[config.mk]
export PLATFORM = sky130hd
export DESIGN_NAME = cmd_fetcher
export DESIGN_NICKNAME = d
export VERILOG_FILES = /design/src/rtl/cmd_fetcher.sv
export SDC_FILE = /design/constraint.sdc
export NUM_CORES = 1
export LEC_CHECK = 0
export CORE_ASPECT_RATIO = 0.6
export CORE_UTILIZATION = 35
export CTS_CLUSTER_DIAMETER = 60
export DETAILED_ROUTE_END_ITERATION = 12
export SYNTH_ARGS = -nofsm -noshare
export SYNTH_HDL_FRONTEND = slang
export SYNTH_SLANG_ARGS = --single-unit
[constraint.sdc]
create_clock -name clk -period 4.05 [get_ports clk]
set_input_delay 0.6075 -clock clk [delete_from_list [all_inputs] [get_ports clk]]
set_output_delay 0.6075 -clock clk [all_outputs]
set_load 0.01 [all_outputs]
[src/rtl/cmd_fetcher.sv]
// cmd_fetcher -- upstream stage of the command executor.
//
// Fetches 1..3 word commands from a synchronous instruction memory starting
// at pc, decodes the opcode into one-hot cmd_flags, packs the raw words into
// cmd_args and presents them with exe_flag until the executor answers with
// ready_flag. On retire, pc advances by the command length or by the jump
// offset when the executor asks for a jump.
//
// All outputs change on posedge only; the executor samples on negedge, so
// everything it sees is stable for a full cycle.
//
// Ports:
//   clk, rst_n           clock (posedge) / async active-low reset
//   run                  1 = keep fetching; 0 = stop at next command boundary
//   imem_rd_en/imem_addr one-cycle read strobe + word address to imem
//   imem_rdata           data for the address strobed on the previous posedge
//   exe_flag             command valid to executor
//   cmd_flags            {mov,add,cmp,jmp,je,ja}, one-hot or 0
//   cmd_args             {word2,word1,word0}, absent words are 0
//   ready_flag           executor finished the current command
//   jmp_flag             executor takes the jump (qualified by ready_flag)
//   new_exe_addr_offset  two's-complement jump offset added to pc
//   pc                   address of current / next command
//   halted               HALT executed or error hit (terminal)
//   illegal_op           sticky: bad opcode or fetch beyond IMEM_DEPTH
//   retired_cnt          number of commands accepted by the executor
module cmd_fetcher #(
   parameter int                      address_size = 32,
   parameter int                      word_size    = 32,
   parameter int                      IMEM_DEPTH   = 256,
   parameter logic [address_size-1:0] RESET_PC     = '0
) (
   input  logic                      clk,
   input  logic                      rst_n,
   input  logic                      run,
   output logic                      imem_rd_en,
   output logic [address_size-1:0]   imem_addr,
   input  logic [word_size-1:0]      imem_rdata,
   output logic                      exe_flag,
   output logic [5:0]                cmd_flags,
   output logic [3*word_size-1:0]    cmd_args,
   input  logic                      ready_flag,
   input  logic                      jmp_flag,
   input  logic [address_size-1:0]   new_exe_addr_offset,
   output logic [address_size-1:0]   pc,
   output logic                      halted,
   output logic                      illegal_op,
   output logic [31:0]               retired_cnt
);

   localparam int AW = address_size;
   localparam int WW = word_size;

   typedef enum logic [2:0] {
      S_IDLE, S_REQ, S_CAPT, S_ISSUE, S_WAIT, S_HALT, S_ERR
   } state_t;

   typedef struct packed {
      logic       legal;
      logic       halt;
      logic [1:0] len;
      logic [5:0] flags;
   } dec_t;

   function automatic dec_t decode(input logic [7:0] op);
      dec_t d;
      d.legal = 1'b1;
      d.halt  = 1'b0;
      d.len   = 2'd1;
      d.flags = 6'b000000;
      case (op)
         8'h00: d.halt = 1'b1;
         8'h01: begin d.len = 2'd3; d.flags = 6'b100000; end
         8'h02: d.flags = 6'b010000;
         8'h03: d.flags = 6'b001000;
         8'h04: begin d.len = 2'd2; d.flags = 6'b000100; end
         8'h05: begin d.len = 2'd2; d.flags = 6'b000010; end
         8'h06: begin d.len = 2'd2; d.flags = 6'b000001; end
         default: d.legal = 1'b0;
      endcase
      return d;
   endfunction

   state_t          state;
   logic [1:0]      idx;        // word of the command being fetched
   logic [1:0]      cmd_len;
   logic [5:0]      op_flags;
   logic [WW-1:0]   w0, w1;     // word2 never needs buffering, it goes straight out
   logic            req_oob;    // address latched for REQ is beyond imem

   dec_t            dec;
   logic            last_word;
   logic            go_req;
   logic            req_oob_c;
   logic [AW-1:0]   req_addr;
   logic [AW-1:0]   next_cmd_pc;
   logic [5:0]      flags_next;
   logic [3*WW-1:0] args_next;

   always_comb begin
      dec         = decode(imem_rdata[7:0]);
      // truncating add: pc wraps, negative offsets jump backwards
      next_cmd_pc = jmp_flag ? pc + new_exe_addr_offset : pc + AW'(cmd_len);
      // imem_rdata holds the final word of the command this cycle
      last_word   = (idx == 2'd0) ? (dec.len == 2'd1) : (idx == cmd_len - 2'd1);
      flags_next  = (idx == 2'd0) ? dec.flags : op_flags;
      args_next   = '0;
      case (idx)
         2'd0:    args_next = {{(2*WW){1'b0}}, imem_rdata};
         2'd1:    args_next = {{WW{1'b0}}, imem_rdata, w0};
         default: args_next = {imem_rdata, w1, w0};
      endcase
      // The read strobe is registered on the edge that enters REQ, so the
      // memory samples it at the end of REQ and the word is on imem_rdata
      // during CAPT: two cycles per word.
      go_req   = 1'b0;
      req_addr = pc;
      case (state)
         S_IDLE: go_req = run;
         S_CAPT: begin
            go_req   = !last_word;
            req_addr = pc + AW'(idx) + AW'(1);
         end
         S_WAIT: begin
            go_req   = ready_flag && run;
            req_addr = next_cmd_pc;
         end
         default: ;
      endcase
      req_oob_c = (req_addr >= AW'(IMEM_DEPTH));
   end

   always_ff @(posedge clk or negedge rst_n) begin
      if (!rst_n) begin
         state       <= S_IDLE;
         pc          <= RESET_PC;
         idx         <= '0;
         cmd_len     <= '0;
         op_flags    <= '0;
         w0          <= '0;
         w1          <= '0;
         req_oob     <= 1'b0;
         imem_rd_en  <= 1'b0;
         imem_addr   <= '0;
         exe_flag    <= 1'b0;
         cmd_flags   <= '0;
         cmd_args    <= '0;
         halted      <= 1'b0;
         illegal_op  <= 1'b0;
         retired_cnt <= '0;
      end else begin
         case (state)
            S_IDLE: if (run) begin
               idx   <= '0;
               state <= S_REQ;
            end
            S_REQ: begin
               // strobe is never raised for an out-of-range address
               imem_rd_en <= 1'b0;
               if (req_oob) begin
                  halted     <= 1'b1;
                  illegal_op <= 1'b1;
                  state      <= S_ERR;
               end else begin
                  state <= S_CAPT;
               end
            end
            S_CAPT: begin
               if (idx == 2'd0) begin
                  w0       <= imem_rdata;
                  w1       <= '0;
                  cmd_len  <= dec.len;
                  op_flags <= dec.flags;
               end else if (idx == 2'd1) begin
                  w1 <= imem_rdata;
               end
               if (idx == 2'd0 && dec.halt) begin
                  halted <= 1'b1;
                  state  <= S_HALT;
               end else if (idx == 2'd0 && !dec.legal) begin
                  halted     <= 1'b1;
                  illegal_op <= 1'b1;
                  state      <= S_ERR;
               end else if (last_word) begin
                  exe_flag  <= 1'b1;
                  cmd_flags <= flags_next;
                  cmd_args  <= args_next;
                  state     <= S_ISSUE;
               end else begin
                  idx   <= idx + 2'd1;
                  state <= S_REQ;
               end
            end
            // command already on the outputs; one settle cycle before
            // ready_flag is honoured
            S_ISSUE: state <= S_WAIT;
            S_WAIT: if (ready_flag) begin
               // flags drop with exe_flag so executor write-enables keyed
               // off cmd_flags cannot fire twice
               exe_flag    <= 1'b0;
               cmd_flags   <= '0;
               cmd_args    <= '0;
               retired_cnt <= retired_cnt + 32'd1;
               pc          <= next_cmd_pc;
               idx         <= '0;
               state       <= run ? S_REQ : S_IDLE;
            end
            default: ;  // S_HALT / S_ERR: terminal until reset
         endcase
         if (go_req) begin
            imem_rd_en <= !req_oob_c;
            imem_addr  <= req_addr;
            req_oob    <= req_oob_c;
         end
      end
   end

endmodule
==> reports/results.ini <==
[sta]
worst_slew_pin_slew_ps = 889.2
clock_skew_ps = 25.11
final_hold_viol_count = 0
worst_slack_ps = 153.6
final_max_slew_viol_count = 0
fin_crit_ps = 3896
finalCritPeriodShare_pct = 96.21
relSlewSlack_pct = 40.46
rsz0062_at_grt = no
fmax_mhz = 256.6
finalSetupViolCount = 0

[yosys]
seq_area_frac_synth_pct = 48.43
synth_commonest_cells = dfrtp_1, nand2_1, nor2_1, a21oi_1, o21ai_0
synth_nets = 1572
synth.ff_latch_count = 280
yosys.area.top_type = dfrtp_1
synth_cells = 1465
netlist.area_leader.share_pct = 48.43
synth_area_leaders = dfrtp_1, nand2_1, mux2_2
ys_async_sr_fraction_pct = 100.0
ys_types = 74
ys.flop_type = dfrtp_1
synth.most_common_cell = dfrtp_1
netlist_area_um2 = 14470
synth_edf_count = 0
syn_avg_cell_area_um2 = 9.876
yosysWarnings = 0

[cts]
htreeDepth = 1
cts_sinks = 280
cts_root_buffer = clkbuf_16
cts.path.max_buffers = 3
clkTransAtPathRegs_ps = 60
cts_tree = built
numCtsBuffers = 31
clk_latency_ps = 570

[finish]
regArea_um2 = 7007
area_delta_synth_final_pct = 38.45
final_util_pct = 49.36
drive_gt1_share_pct = 17.32
nNetsFinal = 1979
finalInstanceArea_um2 = 20030
multi_input_area_um2 = 6923
fillCellCount = 3731
antenna_cells = 0

[floorplanning]
row_count = 57
fp.dieW_um = 264.5
core_um2 = 40580
start_util_pct = 35.65
die-area_um2 = 42180
io_pins = 271
die_h_um = 159.5

[setup_path]
worstSetupPathType = input port to flop
start_kind = input port
reg2reg_depth = 13
crit_arrival_ps = 4370
critPathMaxStageDelay_ps = 510
cp.depth = 17
crit_path_start = new_exe_addr_offset[0]
cp_cell_sequence = clkdlybuf4s50_1 -> mux2_2 -> ha_1 -> inv_1 -> fa_1 -> nand2b_1 -> a21oi_2 -> nor2_1 -> o211ai_1 -> buf_4 -> o22ai_1 -> buf_4 -> xor2_1 -> mux2_2 -> nand4_1 -> nor4_4 -> o21bai_1
crit_buf_inv = 4
crit_path_top_delay_cell = clkdlybuf4s50_1
r2r-start = idx[0]
cpLargestDelayFamily = buffers and inverters
endpoint_kind = flop
worstPathRequired_ps = 4520
path_max_fanout = 3

[outcome]
status = completed

[placement]
place_area_um2 = 18970
dp_hpwl_um = 37020
post-place-ws_ps = -814.8
portBuffers = 270
gp_congestion = 0.9385

[run]
cap_violations = 0

[drt]
wl_um = 50730
drcViolationCount = 0
drtPass1Iterations = 6
routed-via-count = 13120
wl_per_cell_um = 20.92
drt_iter0_markers = 1318
vias_per_cell = 5.409
ant_nets = 0

[pwr]
ir_drop_mv = 0.2920
leakagePower_nw = 9.155
p_per_area_nw_per_um2 = 326.1

[grt]
grt_first_pass_wirelength_um = 78940
grt_pass1_vias = 12770
grt.overflow.total = 0
grt_max_degree = 101
antenna_found_initial = 0
grt_usage_pct = 23.98

[worst_hold_path]
holdCritPathClass = input port to asynchronous set/reset pin

-- path summary, 6_finish.rpt --
check,end,slack (ps)
max,imem_rd_en,150
min,imem_addr[27],10
max reg2reg,imem_rd_en,270
min reg2reg,cmd_args[11],470
max in group asynchronous,cmd_args[60],3060
min in group clk,cmd_args[11],470
-- state kept, by name, indices dropped and copies added (netlist names) --
name and flops:
halted 1, op_flags 6, idx 2, cmd_flags 6, pc 32, exe_flag 1
imem_addr 32, retired_cnt 32, w1 32, illegal_op 1, cmd_len 2, state 3
w0 32, req_oob 1, cmd_args 96, imem_rd_en 1
-- logic make-up after synthesis --
logic type	Yosys count	share of synthesized area [%]
AND/OR/NAND/NOR	465	15.26
AO/OA/AOI/OAI	422	20.53
flip-flops	280	48.43
buffers and inverters	141	4.264
XOR/XNOR	61	3.693
multiplexers	58	4.428
adder cells (fa/ha/maj)	38	3.390
-- layer usage --
metal	up-vias	routed length [um]	GRT usage, %
li1	6153	-	-
met1	6481	25730	37.60
met2	424	20800	33.79
met3	58	3269	4.794
met4	0	925	4.466
met5	-	0	0
-- per-stage QoR --
| step | TNS [ps] | cells | hold WS [ps] | power (mW) |
|---|---|---|---|---|
| 6_report | 0 | 2425 | 11.69 | 6.531 |
| 5_1_grt | 0 | 2425 | 35.12 | 6.800 |
| 2_1_floorplan | 0 | 1465 | 311.9 | 3.289 |
| 3_5_place_dp | -4540 | 2368 | 465.0 | 3.761 |
| 4_1_cts | 0 | 2424 | 14.50 | 6.602 |
| 3_3_place_gp | -3151 | 2368 | 460.4 | 3.751 |
-- power breakdown --
group | internal, mW | leakage (nW) | switching (mW)
sequential | 2.89 | 3.75 | 0.0670
clock | 1.59 | 0.486 | 1.23
combinational | 0.369 | 4.92 | 0.385
-- cell usage in the layout, fill, tap and decap left out, types with 16 or more instances in the layout --
cell type	n
a21oi_1	79
a222oi_1	32
a22o_1	49
a22oi_1	32
and2_1	31
and3_1	21
buf_4	185
clkbuf_16	31
clkdlybuf4s50_1	268
dfrtp_1	280
ha_1	34
inv_1	51
mux2_2	48
nand2_1	198
nand3_1	43
nand4_1	20
nor2_1	82
nor3_1	16
o211ai_1	19
o21a_1	16
o21ai_0	72
o31ai_1	48
xnor2_1	36
xor2_1	25
-- cell type report --
class                      instances  share of cell area (%)
sequential                       280                   34.98
multi-input combinational       1044                   34.56
timing repair buffer             463                   21.18
clock buffer                      44                   4.416
tap                              531                   3.317
inverter                          52                  0.9744
clock inverter                    11                  0.5684
-- timing repair --
action	4_1_cts	5_1_grt
hold buffers	0	0
setup endpoints to repair	2	2
resized for setup	1	14
pin swaps	1	5
buffers inserted	1	1
(Power assumes the default switching activity.)
